### src/rtl/epc_pkg.sv
// Shared types and constants for the EPC StoredCRC generator.
// Residue check hardware is built only with EPC_CRC_RESIDUE_CHECK_EN.
package epc_pkg;

   typedef enum logic [2:0] {
      IDLE,
      FETCH,
      LOAD,
      SHIFT,
      NEXT,
      FINISH
   } state_t;

   localparam logic [15:0] CRC16_PRESET  = 16'hFFFF;
   localparam logic [15:0] CRC16_POLY    = 16'h1021;
   localparam logic [15:0] CRC16_RESIDUE = 16'h1D0F;

   localparam int EPC_WORDS  = 33;
   localparam int PC_LEN_MSB = 15;
   localparam int PC_LEN_LSB = 11;

endpackage

### src/rtl/crc16_serial_core.sv
// Bit-serial CRC-16 register, MSB-first, non-reflected.
module crc16_serial_core
   import epc_pkg::*;
#(
   parameter logic [15:0] PRESET = CRC16_PRESET,
   parameter logic [15:0] POLY   = CRC16_POLY
) (
   input  logic        CRC_clk,
   input  logic        reset,
   input  logic        load,
   input  logic        en,
   input  logic        din,
   output logic [15:0] crc
);

   logic fb;

   assign fb = crc[15] ^ din;

   always_ff @(posedge CRC_clk or posedge reset) begin
      if (reset) begin
         crc <= PRESET;
      end else if (load) begin
         crc <= PRESET;
      end else if (en) begin
         crc <= {crc[14:0], 1'b0} ^ (fb ? POLY : 16'h0000);
      end
   end

endmodule

### src/rtl/epc_stored_crc_gen.sv
// Walks PC + EPC words through a serial CRC-16 and produces StoredCRC.
// Optional residue check over word 0: EPC_CRC_RESIDUE_CHECK_EN.
module epc_stored_crc_gen
   import epc_pkg::*;
#(
   parameter int          DATA_W     = 16,
   parameter int          ADDR_W     = 6,
   parameter logic [15:0] CRC_PRESET = CRC16_PRESET,
   parameter logic [15:0] CRC_POLY   = CRC16_POLY
) (
   input  logic              CRC_clk,
   input  logic              reset,
   input  logic              start,
   output logic              rd_en,
   output logic [ADDR_W-1:0] word_addr,
   input  logic [DATA_W-1:0] word_data,
   output logic              busy,
   output logic              done,
   output logic [DATA_W-1:0] stored_crc,
   output logic              crc_bit,
   output logic              crc_bit_en,
   input  logic              check_mode,
   output logic              crc_ok
);

   localparam int LEN_W = PC_LEN_MSB - PC_LEN_LSB + 1;

   state_t             state;
   state_t             nxt;
   logic [DATA_W-1:0]  sreg;
   logic [3:0]         bcnt;
   logic [LEN_W-1:0]   len;
   logic [ADDR_W-1:0]  last_addr;
   logic [15:0]        crc;
   logic               chk;
   logic               more;
   logic               go_res;
   logic               accept;

   assign accept     = (state == IDLE) && start;
   assign last_addr  = ADDR_W'(len) + ADDR_W'(1);
   assign more       = (word_addr != '0) && (word_addr < last_addr);
   assign go_res     = chk && (word_addr != '0);
   assign rd_en      = (state == FETCH);
   assign busy       = (state != IDLE);
   assign crc_bit_en = (state == SHIFT);
   assign crc_bit    = crc_bit_en & sreg[DATA_W-1];

   crc16_serial_core #(
      .PRESET (CRC_PRESET),
      .POLY   (CRC_POLY)
   ) u_core (
      .CRC_clk (CRC_clk),
      .reset   (reset),
      .load    (accept),
      .en      (crc_bit_en),
      .din     (sreg[DATA_W-1]),
      .crc     (crc)
   );

   always_ff @(posedge CRC_clk or posedge reset) begin
      if (reset) state <= IDLE;
      else       state <= nxt;
   end

   always_comb begin
      nxt = state;
      unique case (state)
         IDLE:   if (start) nxt = FETCH;
         FETCH:  nxt = LOAD;
         LOAD:   nxt = SHIFT;
         SHIFT:  if (bcnt == 4'd0) nxt = NEXT;
         NEXT:   nxt = (more || go_res) ? FETCH : FINISH;
         FINISH: nxt = IDLE;
         default: nxt = IDLE;
      endcase
   end

   always_ff @(posedge CRC_clk or posedge reset) begin
      if (reset) begin
         word_addr  <= '0;
         sreg       <= '0;
         bcnt       <= '0;
         len        <= '0;
         stored_crc <= '0;
         done       <= 1'b0;
      end else begin
         done <= 1'b0;
         unique case (state)
            IDLE: if (start) word_addr <= ADDR_W'(1);
            LOAD: begin
               sreg <= word_data;
               bcnt <= 4'd15;
               if (word_addr == ADDR_W'(1))
                  len <= word_data[PC_LEN_MSB:PC_LEN_LSB];
            end
            SHIFT: begin
               sreg <= {sreg[DATA_W-2:0], 1'b0};
               bcnt <= bcnt - 4'd1;
            end
            NEXT: begin
               if (more)        word_addr <= word_addr + ADDR_W'(1);
               else if (go_res) word_addr <= '0;
            end
            FINISH: begin
               done <= 1'b1;
               // a residue pass must not disturb the stored value
               if (!chk) stored_crc <= ~crc;
            end
            default: ;
         endcase
      end
   end

`ifdef EPC_CRC_RESIDUE_CHECK_EN
   always_ff @(posedge CRC_clk or posedge reset) begin
      if (reset) begin
         chk    <= 1'b0;
         crc_ok <= 1'b0;
      end else if (accept) begin
         chk    <= check_mode;
         crc_ok <= 1'b0;
      end else if (state == FINISH && chk) begin
         crc_ok <= (crc == CRC16_RESIDUE);
      end
   end
`else
   logic unused_check_mode;
   assign unused_check_mode = check_mode;
   assign chk               = 1'b0;
   assign crc_ok            = 1'b0;
`endif

endmodule

### config.mk
export PLATFORM = sky130hd
export DESIGN_NAME = epc_stored_crc_gen
export DESIGN_NICKNAME = d
export VERILOG_FILES = /design/src/rtl/epc_pkg.sv /design/src/rtl/crc16_serial_core.sv /design/src/rtl/epc_stored_crc_gen.sv
export SDC_FILE = /design/constraint.sdc
export NUM_CORES = 1
export LEC_CHECK = 0
export BUFFER_PORTS_ARGS = -buffer_cell sky130_fd_sc_hd__buf_4
export CORE_MARGIN = 2
export CORE_UTILIZATION = 50
export CTS_CLUSTER_SIZE = 30
export DETAILED_ROUTE_END_ITERATION = 10
export PLACE_DENSITY = 0.72
export SKIP_LAST_GASP = 1
export SYNTH_ARGS = -nofsm -noshare
export SYNTH_HDL_FRONTEND = slang
export SYNTH_HIERARCHICAL = 1
export SYNTH_SLANG_ARGS = --single-unit
### constraint.sdc
create_clock -name CRC_clk -period 2.9 [get_ports CRC_clk]
set_clock_uncertainty 0.05 [all_clocks]
set_input_delay 0.435 -clock CRC_clk [delete_from_list [all_inputs] [get_ports CRC_clk]]
set_output_delay 0.435 -clock CRC_clk [all_outputs]
set_load 0.005 [all_outputs]
* After elaboration in Yosys (flattened, before gate mapping)
Cells that the tools add are included.
** Storage, ports and cells
- Bits of input ports :: 20
- Flip-flop bits (word level) :: 67
** Cells by class
- Bitwise operators :: 4
- Order comparisons :: 1
- Add/subtract/negate cells :: 3
- Equal/unequal tests :: 9
- Reductions and logical operators :: 12
- Mux-type cells :: 13
** Operators with widths (count)
- two-way mux 16 bit :: 2
- case mux 16 bit (2 select lines) :: 1
- NOT 16 bit :: 1
- XOR 16 bit :: 1
- case mux 3 bit (5 select lines) :: 1
- two-way mux 13 bit :: 1
- two-way mux 6 bit :: 2
- case mux 6 bit (2 select lines) :: 1
- two-way mux 3 bit :: 3
- case mux 4 bit (2 select lines) :: 1
- adder 5 x 1 -> 6 bit, second input constant :: 1
- adder 6 x 1 -> 6 bit, second input constant :: 1
- == test 3 x 2 -> 1 bit, second input constant :: 2
- == test 3 bit, second input constant :: 2
- == test 6 x 1 -> 1 bit, second input constant :: 1
- < comparator 6 bit :: 1
- nonzero test 2 bit :: 3
- nonzero test 6 bit :: 1
- zero test 4 bit :: 1
- != test 2 bit, second input constant :: 2
- AND reduction 2 bit :: 2
- subtractor 4 x 1 -> 4 bit, second input constant :: 1
- == test 3 x 1 -> 1 bit, second input constant :: 1
- zero test 3 bit :: 1
- 7 further kinds :: 8

* Longest topological paths before layout
Gate-level depths: netlist (run 1).
- Depth in word-level cells :: 5
- Mapped depth :: 9

* Cells and area by module
The synthesis (run 1) kept the hierarchy.
** By module, submodules not included
- epc_stored_crc_gen :: area each 2379.8 um2, cells an instance 227, times used 1
- crc16_serial_core :: area each 744.5 um2, cells an instance 57, times used 1

* Worst setup path after synthesis (run 1)
OpenSTA, ideal clock, no wires.
- Path type :: register -> register
- Start :: register len[0]
- End :: register word_addr[3]
- Required time :: 2729 ps
- Cell stages (with the launch flop) :: 10
- Path slack :: 519 ps
- Library setup time :: 121 ps
- Arrival :: 2210 ps
- Path through :: dfrtp_1 -> ha_1 -> nand3_1 -> xor2_1 -> ha_1 -> and3_1 -> a22o_1 -> nor4_4 -> o22ai_1 -> a22o_2
** On the way
- Cells in the longest elaborated chain, start to end :: 5
** Ends and longest elaborated chain
- start, declared :: RTL line epc_stored_crc_gen.sv:32 : logic [LEN_W-1:0] len;
- start signal, assigned :: RTL line epc_stored_crc_gen.sv:95 : len <= word_data[PC_LEN_MSB:PC_LEN_LSB];
- adder 5 x 1 -> 6 bit :: RTL line epc_stored_crc_gen.sv:41 : assign last_addr = ADDR_W'(len) + ADDR_W'(1);
- < comparator 6 bit :: RTL line epc_stored_crc_gen.sv:42 : assign more = (word_addr != '0) && (word_addr < last_addr);
- logical AND 1 bit :: RTL line epc_stored_crc_gen.sv:42
- != test 2 bit (no line)
- AND reduction 3 bit (no line)
- end signal, assigned :: RTL line epc_stored_crc_gen.sv:102 : if (more) word_addr <= word_addr + ADDR_W'(1);
- end, declared :: RTL line epc_stored_crc_gen.sv:15 : output logic [ADDR_W-1:0] word_addr,
Every way passes these cells.
A chain may end at the register's enable or synchronous reset.

* Worst setup path after layout (run 1)
- Start :: register len[0]
- End :: register word_addr[5]
The elaborated chain is that of the path after synthesis.

==> impl_summary.md, run 1 <==
Critical path
The cell depth of the worst flop-to-flop path is 9. The kind of critical path is reg -> reg. The origin of the worst setup path is len[0]. The required time at the worst-slack endpoint is 3.06 ns. For flop-to-flop paths, the worst setup slack is ~0.34 ns. The endpoint arrival time on the critical path is between 2 and 3 ns.

The worst setup path is launched from a flip-flop. The launch instance of the worst register-to-register path is len[0]. Of all nets on the critical path, the largest fanout is 9. The end of the worst register-to-register path is word_addr[5]. STA classifies the critical path endpoint as a flip-flop.

The most critical setup path has its endpoint at word_addr[5].

STA
The final hold violation count came to 0. Subtracting the final worst setup slack from the clock period gives 2.556 ns. Setup violations remaining at the end of the flow were counted as 0. Hold timing on the final database bottoms out at a slack of 0.1523 ns. After routing, the total negative slack on setup checks comes to 0 ns. The maximum clock rate is just under 400 MHz. The period utilization is between 80 and 90%. Headroom to the max-slew limit came out at between 30% and 40%. Setup repair after global routing left no endpoint under its margin.

The actual transition at the worst max-transition pin is 0.9689 ns. The count of pins over their slew limit was 0.

Routing
For this block, the initial DRC count from the detailed router was 107. In the final routed layout, each cell accounts on average for ~14 um. The overall via count from detail_route is 2195.

Using the TritonRoute via totals, the vias-per-cell ratio works out to roughly 5.3. Wires add up to between 5 and 6 mm. The length of the first detailed-routing pass in iterations is 4. The count of nets left with antenna violations once routing finished came out at 0. After detailed routing, the number of remaining DRC violations is 0.

Floorplanning
The horizontal die dimension is 83.05 um. The number of cell rows is 28. The initial utilization of the core area, before any placement, comes to between 50% and 60%. The area of the die is 0.006896 mm^2. The I/O pin total is 48. The height of the die is 83.05 um.

After floorplanning, the core was sized to cover 0.005991 mm^2.

Synth
During synthesis, Yosys emitted a total of 6 warnings. By area the synthesized netlist is led by sky130_fd_sc_hd__dfrtp_1 (41%), sky130_fd_sc_hd__dfstp_2 (13%), sky130_fd_sc_hd__mux2i_1 (5.8%). The synthesized area per cell is 11.00 um^2. The sequential share of the synthesized area is 54.31%. In this run, synthesis inferred 0 flip-flops with an integrated enable. The area fraction of the dominant cell type after synthesis is approximately two fifths.

The commonest cells after synthesis are sky130_fd_sc_hd__dfrtp_1 (51), sky130_fd_sc_hd__nand2_1 (41), sky130_fd_sc_hd__o21ai_0 (32). The leading area contributor after synthesis is sky130_fd_sc_hd__dfrtp_1. For this run, asynchronously set or reset flops after synthesis account for 100.0%. The post-synthesis instance area is 0.003124 mm^2. The net count after synthesis is 314. The most used flip-flop cell after synthesis is sky130_fd_sc_hd__dfrtp_1. Counting flops and latches in the post-synthesis netlist gives 67. After synthesis, the netlist uses 42 different library cells. The gate count after technology mapping is roughly 280. The most numerous cell in the Yosys netlist is sky130_fd_sc_hd__dfrtp_1.

Place
The count of buffers from port buffering is 45. Detailed placement finished with a half-perimeter wire length of 4.029 mm. The count of placed standard cells including taps is 395. Routability-driven placement finished with a final weighted congestion of 0.7456.

Once placement finished, the instance area stood at 0.003550 mm^2.

GRT
The via count of the first global-routing pass was ~2100. The combined global-route utilization of all metal layers is 18.07%. Entering global routing, the biggest net connects 34 pins.

The global-route wire length before repair is about 10 mm. The number of antenna violations at the first check in global routing is 0. The total grt overflow is 0.

Clocking
The clock root buffer is sky130_fd_sc_hd__clkbuf_8. The clock tree synthesis step divided the H-tree into 3 levels. The later pin in the worst-skew pair is clocked with a latency of 0.33 ns. The hold buffer count at CTS is 0. Buffers inserted during clock tree synthesis total 9.

TritonCTS built the clock tree. Clock-pin slew was measured on the worst setup and hold paths at roughly 0.080 ns. Counting every sink on the clock net gives 67. The clock passes through at most 2 buffers. The number of resized instances in the post-cts repair step is 0. The post-CTS repair timing setup buffer count is 0.

Finish
After routing the design area is approximately 0.0037 mm^2. The number of antenna repair diodes is 0. The final net count is 361. Excluding fillers, the count of instances in the completed layout stands at slightly above 400. Cells fill 62.59% of the core in the end. The ratio of cells with drive above 1 in the final layout is 27.98%.

The area growth from synthesis to layout is 20.02%.

Outcome
The flow ran to the end, and the final reports show no timing, DRC or antenna violations.

Pwr
The total power divided by cell area is approximately 1000 mW/mm^2. The leakage power of the design is 1.913 nW. The peak supply drop is 0.6266 mV.

Hold path
The path class of the tightest hold or removal check is in -> async.

Job
The number of max-cap violations is 0.
[registers in the layout, summed over array words and instances, names as in the netlist]
register,flops
sreg,16
stored_crc,16
u_core/crc,16
word_addr,6
len,5
bcnt,4
state,3
done,1
[worst max-delay path: stages (launching register included)]
cell                      delay (ns)
sky130_fd_sc_hd__dfrtp_1        0.42
sky130_fd_sc_hd__ha_1           0.24
sky130_fd_sc_hd__nand3_1        0.10
sky130_fd_sc_hd__xor2_1         0.16
sky130_fd_sc_hd__ha_1           0.26
sky130_fd_sc_hd__and3_1         0.18
sky130_fd_sc_hd__a22o_1         0.27
sky130_fd_sc_hd__nor4_4         0.43
sky130_fd_sc_hd__nand4_1        0.18
sky130_fd_sc_hd__mux2i_1        0.16
[kinds of logic (layout without fill, tap and decap cells)]
kind of cell,Yosys count,in the layout,synth area share [%]
simple gates,86,86,14.26
other cells,1,1,0.1200
compound gates,65,65,13.62
fa+ha+maj,10,10,4.005
xor+xnor,6,6,2.644
buf+inv,26,78,3.484
mux,23,23,7.569
flops,67,67,54.30
[layer usage]
| metal | routed length (um) | vias up | track usage (%) |
|---|---|---|---|
| li1 | - | 1090 | - |
| met1 | 2802 | 1064 | 25.31 |
| met2 | 2790 | 35 | 27.79 |
| met3 | 188 | 6 | 3.877 |
| met4 | 59 | 0 | 6.706 |
| met5 | 0 | - | 0 |
[layout by cell type (no fill, tap or decap), drive strengths merged, types with 2 or more instances in the layout]
cell type and count:
dfrtp 51, ha 10, buf 52, nor3 4, and3 4, dfstp 16
mux2i 18, clkinv 3, nor2b 18, xor3 2, inv 11, mux2 5
a211o 16, a31oi 4, a22o 2, clkbuf 9, a21o 2, nand2 41
nand3 3, nor4 2, nand3b 2, clkinvlp 2, nand2b 3, xor2 3
o21ai 32, a21oi 4, nor2 3, nand4 2
[metrics by stage]
step / setup WS, ns / power, mW
after floorplan: 0.5194 / 2.699
after global placement: 0.3579 / 3.114
after detailed placement: 0.3554 / 3.172
after CTS: 0.3410 / 3.953
after global routing: 0.1513 / 4.211
final: 0.3441 / 3.910
[how the worst min path moves through the flow]
| stage | start | slack (ns) | end |
|---|---|---|---|
| 2_1_floorplan | sreg[0] | 0.39 | sreg[0] |
| 3_3_place_gp | sreg[0] | 0.40 | sreg[0] |
| 3_5_place_dp | sreg[0] | 0.41 | sreg[0] |
| 4_1_cts | reset | 0.17 | stored_crc[3] |
| 5_1_grt | reset | 0.20 | stored_crc[3] |
| 6_report | reset | 0.15 | stored_crc[3] |
[cell type report]
type	count	area, um^2
Timing Repair Buffer	52	402.9
Multi-Input combinational cell	191	1319
Inverter	10	37.54
Tap cell	75	93.84
Fill cell	496	2241
Sequential cell	67	1697
Clock inverter	7	76.32
Clock buffer	9	123.9
[power breakdown]
group | switching (mW) | total, mW | internal, mW
Combinational | 0.643 | 1.46 | 0.813
Sequential | 0.288 | 1.69 | 1.40
Clock | 0.367 | 0.768 | 0.401
Total | 1.30 | 3.91 | 2.61
Power figures use the tool's default switching activity.
==> run 2: changes to the inputs <==
--- a/config.mk
+++ b/config.mk
@@ -11,6 +11,7 @@
 export CTS_CLUSTER_SIZE = 30
 export DETAILED_ROUTE_END_ITERATION = 10
 export PLACE_DENSITY = 0.72
+export REMOVE_ABC_BUFFERS = 1
 export SKIP_LAST_GASP = 1
 export SYNTH_ARGS = -nofsm -noshare
 export SYNTH_HDL_FRONTEND = slang
==> impl_summary.md, run 2 (synthesis gave the netlist of run 1 again) <==
Pwr
The clock network fraction of design power was 20.2% (was 19.6%). The net switching fraction of the power is 33.05% (was 33.20%). The share of total power in sequential cells is 43.5% (was 43.1%). The part of the power in combinational logic was 36.3% (was 37.2%). The net switching power of the design is 1.286 mW (was 1.298 mW). The internal power was 2.606 mW (was 2.612 mW). The peak supply drop came to 0.5890 mV (was 0.6266 mV). The total power divided by cell area is 1038 mW/mm^2 (was 1043 mW/mm^2). The leakage power of the design is 1.905 nW (was 1.913 nW).

Floorplanning
The height of the die is 83.05 um (unchanged). The number of cell rows is 28 (unchanged). The area of the core is 0.005991 mm^2 (unchanged). The I/O pin total is 48 (unchanged). The horizontal die dimension is 83.05 um (unchanged). The effective utilization at floorplan is 52.15% (unchanged). The area of the die came to 0.006896 mm^2 (unchanged).

Finish
The post-layout instance count excluding filler cells was 412 (was 411). The area of all sequential standard cells was 0.001697 mm^2 (unchanged). The area of the multi-input gates is 0.001319 mm^2 (unchanged). The number of antenna repair diodes is 0 (unchanged).

The ratio of cells with drive above 1 in the final layout is 27.89% (was 27.98%). The final non-filler cell area is 0.003750 mm^2 (unchanged). Leading cell types in the layout, fill and taps excluded: sky130_fd_sc_hd__buf_4 (52), sky130_fd_sc_hd__dfrtp_1 (51), sky130_fd_sc_hd__nand2_1 (41) (was sky130_fd_sc_hd__dfrtp_1 (51), sky130_fd_sc_hd__buf_4 (51), sky130_fd_sc_hd__nand2_1 (41)). The final net count came to 362 (was 361). The layout filler cell count was 496 (unchanged). The most common library cell in the layout ignoring fill and taps is sky130_fd_sc_hd__buf_4. The area added between synthesis and finish is 20.02% (unchanged). Largest registers: sreg: 16 flops, stored_crc: 16 flops, u_core/crc: 16 flops (unchanged).

GRT
The largest net degree at the start of global routing is 34 (unchanged). The via count of the first global-routing pass came to 2243 (was 2115). The global-route wire length before repair came to 10.25 mm (was 10.12 mm). The total grt overflow is 0 (unchanged). The combined global-route utilization of all metal layers is 18.25% (was 18.07%). The number of antenna violations at the first check in global routing is 0 (unchanged).

STA
Unrepaired setup endpoints after global routing: no (unchanged). The tightest slew margin relative to the limit came to 35.44% (was 35.41%). The final worst-path setup slack is 0.3396 ns (was 0.3441 ns). The maximum clock rate came to 390.6 MHz (was 391.2 MHz). The actual transition at the worst max-transition pin was 0.9684 ns (was 0.9689 ns).

The total negative slack is 0 ns (unchanged). The count of pins over their slew limit is 0 (unchanged). The final critical delay including setup and external delays is 2.560 ns (was 2.556 ns). The final-report setup violation count is 0 (unchanged). The final hold violation count is 0 (unchanged). The period utilization is 88.29% (was 88.14%).

Critical path
The startpoint type of the worst setup path is a flip-flop (unchanged). The biggest fanout along the worst timing path is 9 (unchanged). The worst reg-to-reg setup slack was 0.34 ns (about the same). The end of the worst register-to-register path is word_addr[3] (was word_addr[5]). The kind of end point of the critical path was a flip-flop (unchanged). The count of buffer and inverter cells on the critical path is 0 (unchanged). Worst-path cell chain: ha_1 -> nand3_1 -> xor2_1 -> ha_1 -> and3_1 -> a22o_1 -> nor4_4 -> o22ai_1 -> a22o_2 (was ha_1 -> nand3_1 -> xor2_1 -> ha_1 -> and3_1 -> a22o_1 -> nor4_4 -> nand4_1 -> mux2i_1). The top cell family by delay on the critical path is simple AND/OR/NAND/NOR gates (unchanged). The kind of critical path was reg -> reg (unchanged). The most frequent cell on the critical path is sky130_fd_sc_hd__ha_1 (unchanged). The slowest cell on the critical path is sky130_fd_sc_hd__nor4_4 (unchanged). The delay of the slowest cell on the worst path is 0.43 ns (about the same).

The launch instance of the worst register-to-register path is len[0] (unchanged). The cell depth of the worst flop-to-flop path is 9 (unchanged). The required time at the worst-slack endpoint is 3.08 ns (was 3.06 ns). The endpoint arrival time on the critical path is 2.74 ns (was 2.72 ns).

Clocking
The number of clock sinks seen by CTS is 67 (unchanged). The clock edge transition at the registers on the reported setup and hold paths came to 0.08 ns (about the same). The maximum clock path buffer count is 2 (unchanged). The CTS tree is yes (unchanged). The number of resized instances in the post-cts repair step is 0 (unchanged). The number of H-tree branching levels is 3 (unchanged).

The clock root buffer is sky130_fd_sc_hd__clkbuf_8 (unchanged). The number of buffers added by the clock tree synthesis step was 9 (unchanged). The clock insertion delay at the later pin of the skew report came to 0.34 ns (was 0.33 ns).

Place
The setup slack after placement is 0.3435 ns (was 0.3554 ns). The count of buffers from port buffering is 45 (unchanged). The placer's final routability congestion estimate is 0.7381 (was 0.7456). The HPWL after detailed placement is 3.974 mm (was 4.029 mm).

The cell area reported after detailed placement is 0.003537 mm^2 (was 0.003550 mm^2). The count of placed standard cells including taps is 395 (unchanged).

Hold path
The count of cells along the worst hold path is 3. The worst hold path class is in -> reg (was in -> async). The terminating pin of the worst hold path is sreg[0]. The worst hold path begins at word_data[0].

Routing
The routed via count divided by cell count is 5.371 (was 5.341). The number of routed nets with antenna violations is 0 (unchanged). The number of design rule violations left after detail routing is 0 (unchanged). The length of the first detailed-routing pass in iterations is 5 (was 4).

The final wirelength was 5.695 mm (was 5.841 mm). The count of routing violations after the opening detailed-route iteration is 177 (was 107). The overall via count from detail_route is 2213 (was 2195). The routed length per placed instance is 13.82 um (was 14.21 um).

Job
The number of max-cap violations is 0 (unchanged).

Outcome
Status: finished clean (unchanged).
run 2: cell count changes in the layout (fill, tap and decap cells not counted):
cell / previous run / this run
sky130_fd_sc_hd__clkinv_4: 2 / 0
sky130_fd_sc_hd__clkinvlp_4: 2 / 4
sky130_fd_sc_hd__buf_12: 1 / 0
sky130_fd_sc_hd__buf_4: 51 / 52
sky130_fd_sc_hd__clkbuf_8: 9 / 10
sky130_fd_sc_hd__dlygate4sd3_1: 0 / 1
sky130_fd_sc_hd__inv_6: 1 / 0
run 2: cell type report:
cell class,instances,share of cell area [%]
Multi-Input combinational cell,191,35.17
Clock inverter,6,1.735
Tap cell,75,2.503
Sequential cell,67,45.25
Timing Repair Buffer,53,10.68
Clock buffer,10,3.670
Inverter,10,1.001
run 2: how the worst max path moves through the flow:
stage	start	endpoint	slack (ns)	cells past startpoint
after floorplan	len[0]	word_addr[3]	0.52	9
after global placement	len[0]	word_addr[3]	0.37	9
after detailed placement	len[0]	word_addr[3]	0.34	9
after CTS	len[0]	word_addr[3]	0.33	9
after global routing	len[0]	word_addr[3]	0.12	9
final	len[0]	word_addr[3]	0.34	9
run 2: worst register-to-register path, stage by stage, from the launching register on:
cell                      delay (ns)
sky130_fd_sc_hd__dfrtp_1        0.42
sky130_fd_sc_hd__ha_1           0.24
sky130_fd_sc_hd__nand3_1        0.10
sky130_fd_sc_hd__xor2_1         0.17
sky130_fd_sc_hd__ha_1           0.26
sky130_fd_sc_hd__and3_1         0.18
sky130_fd_sc_hd__a22o_1         0.28
sky130_fd_sc_hd__nor4_4         0.43
sky130_fd_sc_hd__o22ai_1        0.12
sky130_fd_sc_hd__a22o_2         0.22
run 2: metal layers:
| layer | wire [um] | global-route usage (%) | vias up |
|---|---|---|---|
| li1 | - | - | 1084 |
| met1 | 2669 | 24.38 | 1069 |
| met2 | 2619 | 28.74 | 48 |
| met3 | 292 | 4.175 | 12 |
| met4 | 114 | 7.750 | 0 |
| met5 | 0 | 0 | - |
run 2: power groups by stage:
stage	logic [mW]	clock network, mW	registers, mW
final	1.41	0.787	1.69
after global routing	1.59	0.849	1.76
after CTS	1.44	0.803	1.70
after detailed placement	1.43	0	1.72
after global placement	1.37	0	1.70
after floorplan	0.987	0	1.67
run 2: per-stage QoR:
stage               hold slack, ns  power [mW]  util, %
floorplan                   0.3885       2.653        -
global placement            0.3482       3.072    59.04
detailed placement          0.3558       3.141    59.04
CTS                         0.2801       3.938    62.59
global route                0.2836       4.203    62.59
finish                      0.2845       3.892    62.59
run 2: timing repair:
item,4_1_cts,5_1_grt
hold endpoints to repair,11,0
setup buffers,0,0
hold buffers,1,0
==> run 3: changes to the inputs <==
--- a/config.mk
+++ b/config.mk
@@ -8,8 +8,10 @@
 export BUFFER_PORTS_ARGS = -buffer_cell sky130_fd_sc_hd__buf_4
 export CORE_MARGIN = 2
 export CORE_UTILIZATION = 50
+export CTS_BUF_LIST = sky130_fd_sc_hd__clkbuf_4 sky130_fd_sc_hd__clkbuf_8 sky130_fd_sc_hd__clkbuf_16
 export CTS_CLUSTER_SIZE = 30
 export DETAILED_ROUTE_END_ITERATION = 10
+export GPL_TIMING_DRIVEN = 0
 export PLACE_DENSITY = 0.72
 export REMOVE_ABC_BUFFERS = 1
 export SKIP_LAST_GASP = 1
==> impl_summary.md, run 3 (synthesis gave the netlist of run 1 again) <==
STA
Unrepaired setup endpoints after global routing: no (unchanged). The actual transition at the worst max-transition pin was 1.046 ns (was 0.9684 ns). The final-report setup violation count is 0 (unchanged). The period utilization is 89.84% (was 88.29%). The tightest slew margin relative to the limit came to 30.07% (was 35.44%). The final worst-path setup slack came to 0.2946 ns (was 0.3396 ns). The count of pins over their slew limit is 0 (unchanged). The final hold violation count is 0 (unchanged). The maximum clock rate is 383.8 MHz (was 390.6 MHz). The final critical delay including setup and external delays was 2.605 ns (was 2.560 ns).

The total negative slack was 0 ns (unchanged).

Routing
The overall via count from detail_route is 2196 (was 2213). The final wirelength is 5.871 mm (was 5.695 mm). The routed via count divided by cell count is 5.422 (was 5.371). The routed length per placed instance is 14.50 um (was 13.82 um). The length of the first detailed-routing pass in iterations is 4 (was 5). The count of routing violations after the opening detailed-route iteration is 91 (was 177). The number of design rule violations left after detail routing is 0 (unchanged). The number of routed nets with antenna violations is 0 (unchanged).

Floorplanning
The area of the die was 0.006896 mm^2 (unchanged). The height of the die was 83.05 um (unchanged). The horizontal die dimension is 83.05 um (unchanged).

The effective utilization at floorplan is 52.15% (unchanged). The area of the core came to 0.005991 mm^2 (unchanged). The I/O pin total is 48 (unchanged). The number of cell rows is 28 (unchanged).

Finish
The final net count came to 355 (was 362). The number of antenna repair diodes is 0 (unchanged). The post-layout instance count excluding filler cells is 405 (was 412). Leading cell types in the layout, fill and taps excluded: sky130_fd_sc_hd__dfrtp_1 (50), sky130_fd_sc_hd__buf_4 (45), sky130_fd_sc_hd__nand2_1 (41) (was sky130_fd_sc_hd__buf_4 (52), sky130_fd_sc_hd__dfrtp_1 (51), sky130_fd_sc_hd__nand2_1 (41)). Largest registers: sreg: 16 flops, stored_crc: 16 flops, u_core/crc: 16 flops (unchanged).

The ratio of cells with drive above 1 in the final layout was 27.27% (was 27.89%). The most common library cell in the layout ignoring fill and taps is sky130_fd_sc_hd__dfrtp_1 (was sky130_fd_sc_hd__buf_4). The area added between synthesis and finish came to 20.26% (was 20.02%).

Critical path
The worst reg-to-reg setup slack is 0.29 ns (was 0.34 ns). The kind of critical path is reg -> reg (unchanged). The kind of end point of the critical path is a flip-flop (unchanged).

The endpoint arrival time on the critical path is 2.78 ns (was 2.74 ns). The required time at the worst-slack endpoint is 3.08 ns (about the same). The biggest fanout along the worst timing path is 9 (unchanged). The launch instance of the worst register-to-register path was len[0] (unchanged).

The startpoint type of the worst setup path is a flip-flop (unchanged). The end of the worst register-to-register path is word_addr[3] (unchanged). The cell depth of the worst flop-to-flop path is 9 (unchanged).

Clocking
The hold buffer count at CTS was 0 (was 1). The clock insertion delay at the later pin of the skew report was 0.34 ns (about the same). The clock edge transition at the registers on the reported setup and hold paths was 0.08 ns (about the same). The number of H-tree branching levels is 3 (unchanged). The number of buffers added by the clock tree synthesis step is 9 (unchanged).

The maximum clock path buffer count is 2 (unchanged). The post-CTS repair timing setup buffer count is 0 (unchanged). The CTS tree was yes (unchanged). The number of clock sinks seen by CTS is 67 (unchanged).

The clock root buffer was sky130_fd_sc_hd__clkbuf_8 (unchanged).

GRT
The via count of the first global-routing pass is 2085 (was 2243). The total grt overflow is 0 (unchanged). The global-route wire length before repair came to 9.901 mm (was 10.25 mm). The largest net degree at the start of global routing is 37 (was 34). The combined global-route utilization of all metal layers is 17.97% (was 18.25%). The number of antenna violations at the first check in global routing is 0 (unchanged).

Place
The count of buffers from port buffering is 45 (unchanged). The count of placed standard cells including taps came to 389 (was 395). The setup slack after placement is 0.04633 ns (was 0.3435 ns). The HPWL after detailed placement came to 3.875 mm (was 3.974 mm).

The placer's final routability congestion estimate is 0.7271 (was 0.7381).

Pwr
The total power divided by cell area came to 1078 mW/mm^2 (was 1038 mW/mm^2). The peak supply drop was 0.6441 mV (was 0.5890 mV). The leakage power of the design was 1.914 nW (was 1.905 nW).

Hold path
The worst hold path class is in -> async (was in -> reg).

Job
The number of max-cap violations is 0 (unchanged).

Outcome
Status: finished clean (unchanged).
## run 3: final cells by class
class                      instances  area (um^2)
fill                             528         2233
multi-input combinational        191         1321
sequential                        67         1698
tap                               75        93.84
inverter                          10        37.54
clock buffer                      10        137.6
timing repair buffer              46        357.8
clock inverter                     6        111.4
## run 3: power breakdown
part / switching (mW) / leakage (nW) / internal [mW]
logic: 0.583 / 1.00 / 0.772
registers: 0.343 / 0.788 / 1.40
clock network: 0.355 / 0.123 / 0.596
total: 1.28 / 1.91 / 2.77
## run 3: worst max-delay path, stage by stage (launching register included)
cell and delay (ns):
sky130_fd_sc_hd__dfrtp_1 0.43, sky130_fd_sc_hd__ha_1 0.24, sky130_fd_sc_hd__nand3_1 0.10, sky130_fd_sc_hd__xor2_1 0.15
sky130_fd_sc_hd__ha_1 0.25, sky130_fd_sc_hd__and3_1 0.18, sky130_fd_sc_hd__a22o_1 0.27, sky130_fd_sc_hd__nor4_4 0.46
sky130_fd_sc_hd__o22ai_1 0.13, sky130_fd_sc_hd__a22o_2 0.23
## run 3: what timing repair did
| item | CTS | global route |
|---|---|---|
| pin swaps | 0 | 1 |
| endpoints found under the setup margin | 1 | 17 |
| hold endpoints to repair | 0 | 0 |
| gates resized for setup | 1 | 2 |
## run 3: per-layer routing
| layer | part of all wire (%) | up-vias | global-route usage [%] |
|---|---|---|---|
| met3 | 4.4 | 10 | 4.573 |
| met2 | 46 | 41 | 27.79 |
| met5 | 0 | - | 0 |
| li1 | - | 1072 | - |
| met1 | 47 | 1073 | 23.69 |
| met4 | 2.0 | 0 | 8.644 |
## run 3: per-stage QoR
| step | hold WS, ns | total power, mW | area, um^2 | utilization, % |
|---|---|---|---|---|
| detailed placement | 0.4089 | 3.118 | 3505 | 58.50 |
| floorplan | 0.3885 | 2.653 | 3053 | - |
| global placement | 0.4052 | 3.043 | 3485 | 58.17 |
| global route | 0.07961 | 4.338 | 3757 | 62.72 |
| CTS | 0.05142 | 4.092 | 3755 | 62.68 |
| finish | 0.05039 | 4.049 | 3757 | 62.72 |
## run 3: how the worst max path moves through the flow
stage	start	to	slack, ns	depth (start not counted)
3_5_place_dp	state[0]	crc_bit_en	0.05	2
3_3_place_gp	state[0]	crc_bit_en	0.06	2
4_1_cts	state[0]	crc_bit_en	0.003	2
2_1_floorplan	len[0]	word_addr[3]	0.52	9
5_1_grt	len[0]	word_addr[3]	0.13	9
6_report	len[0]	word_addr[3]	0.29	9
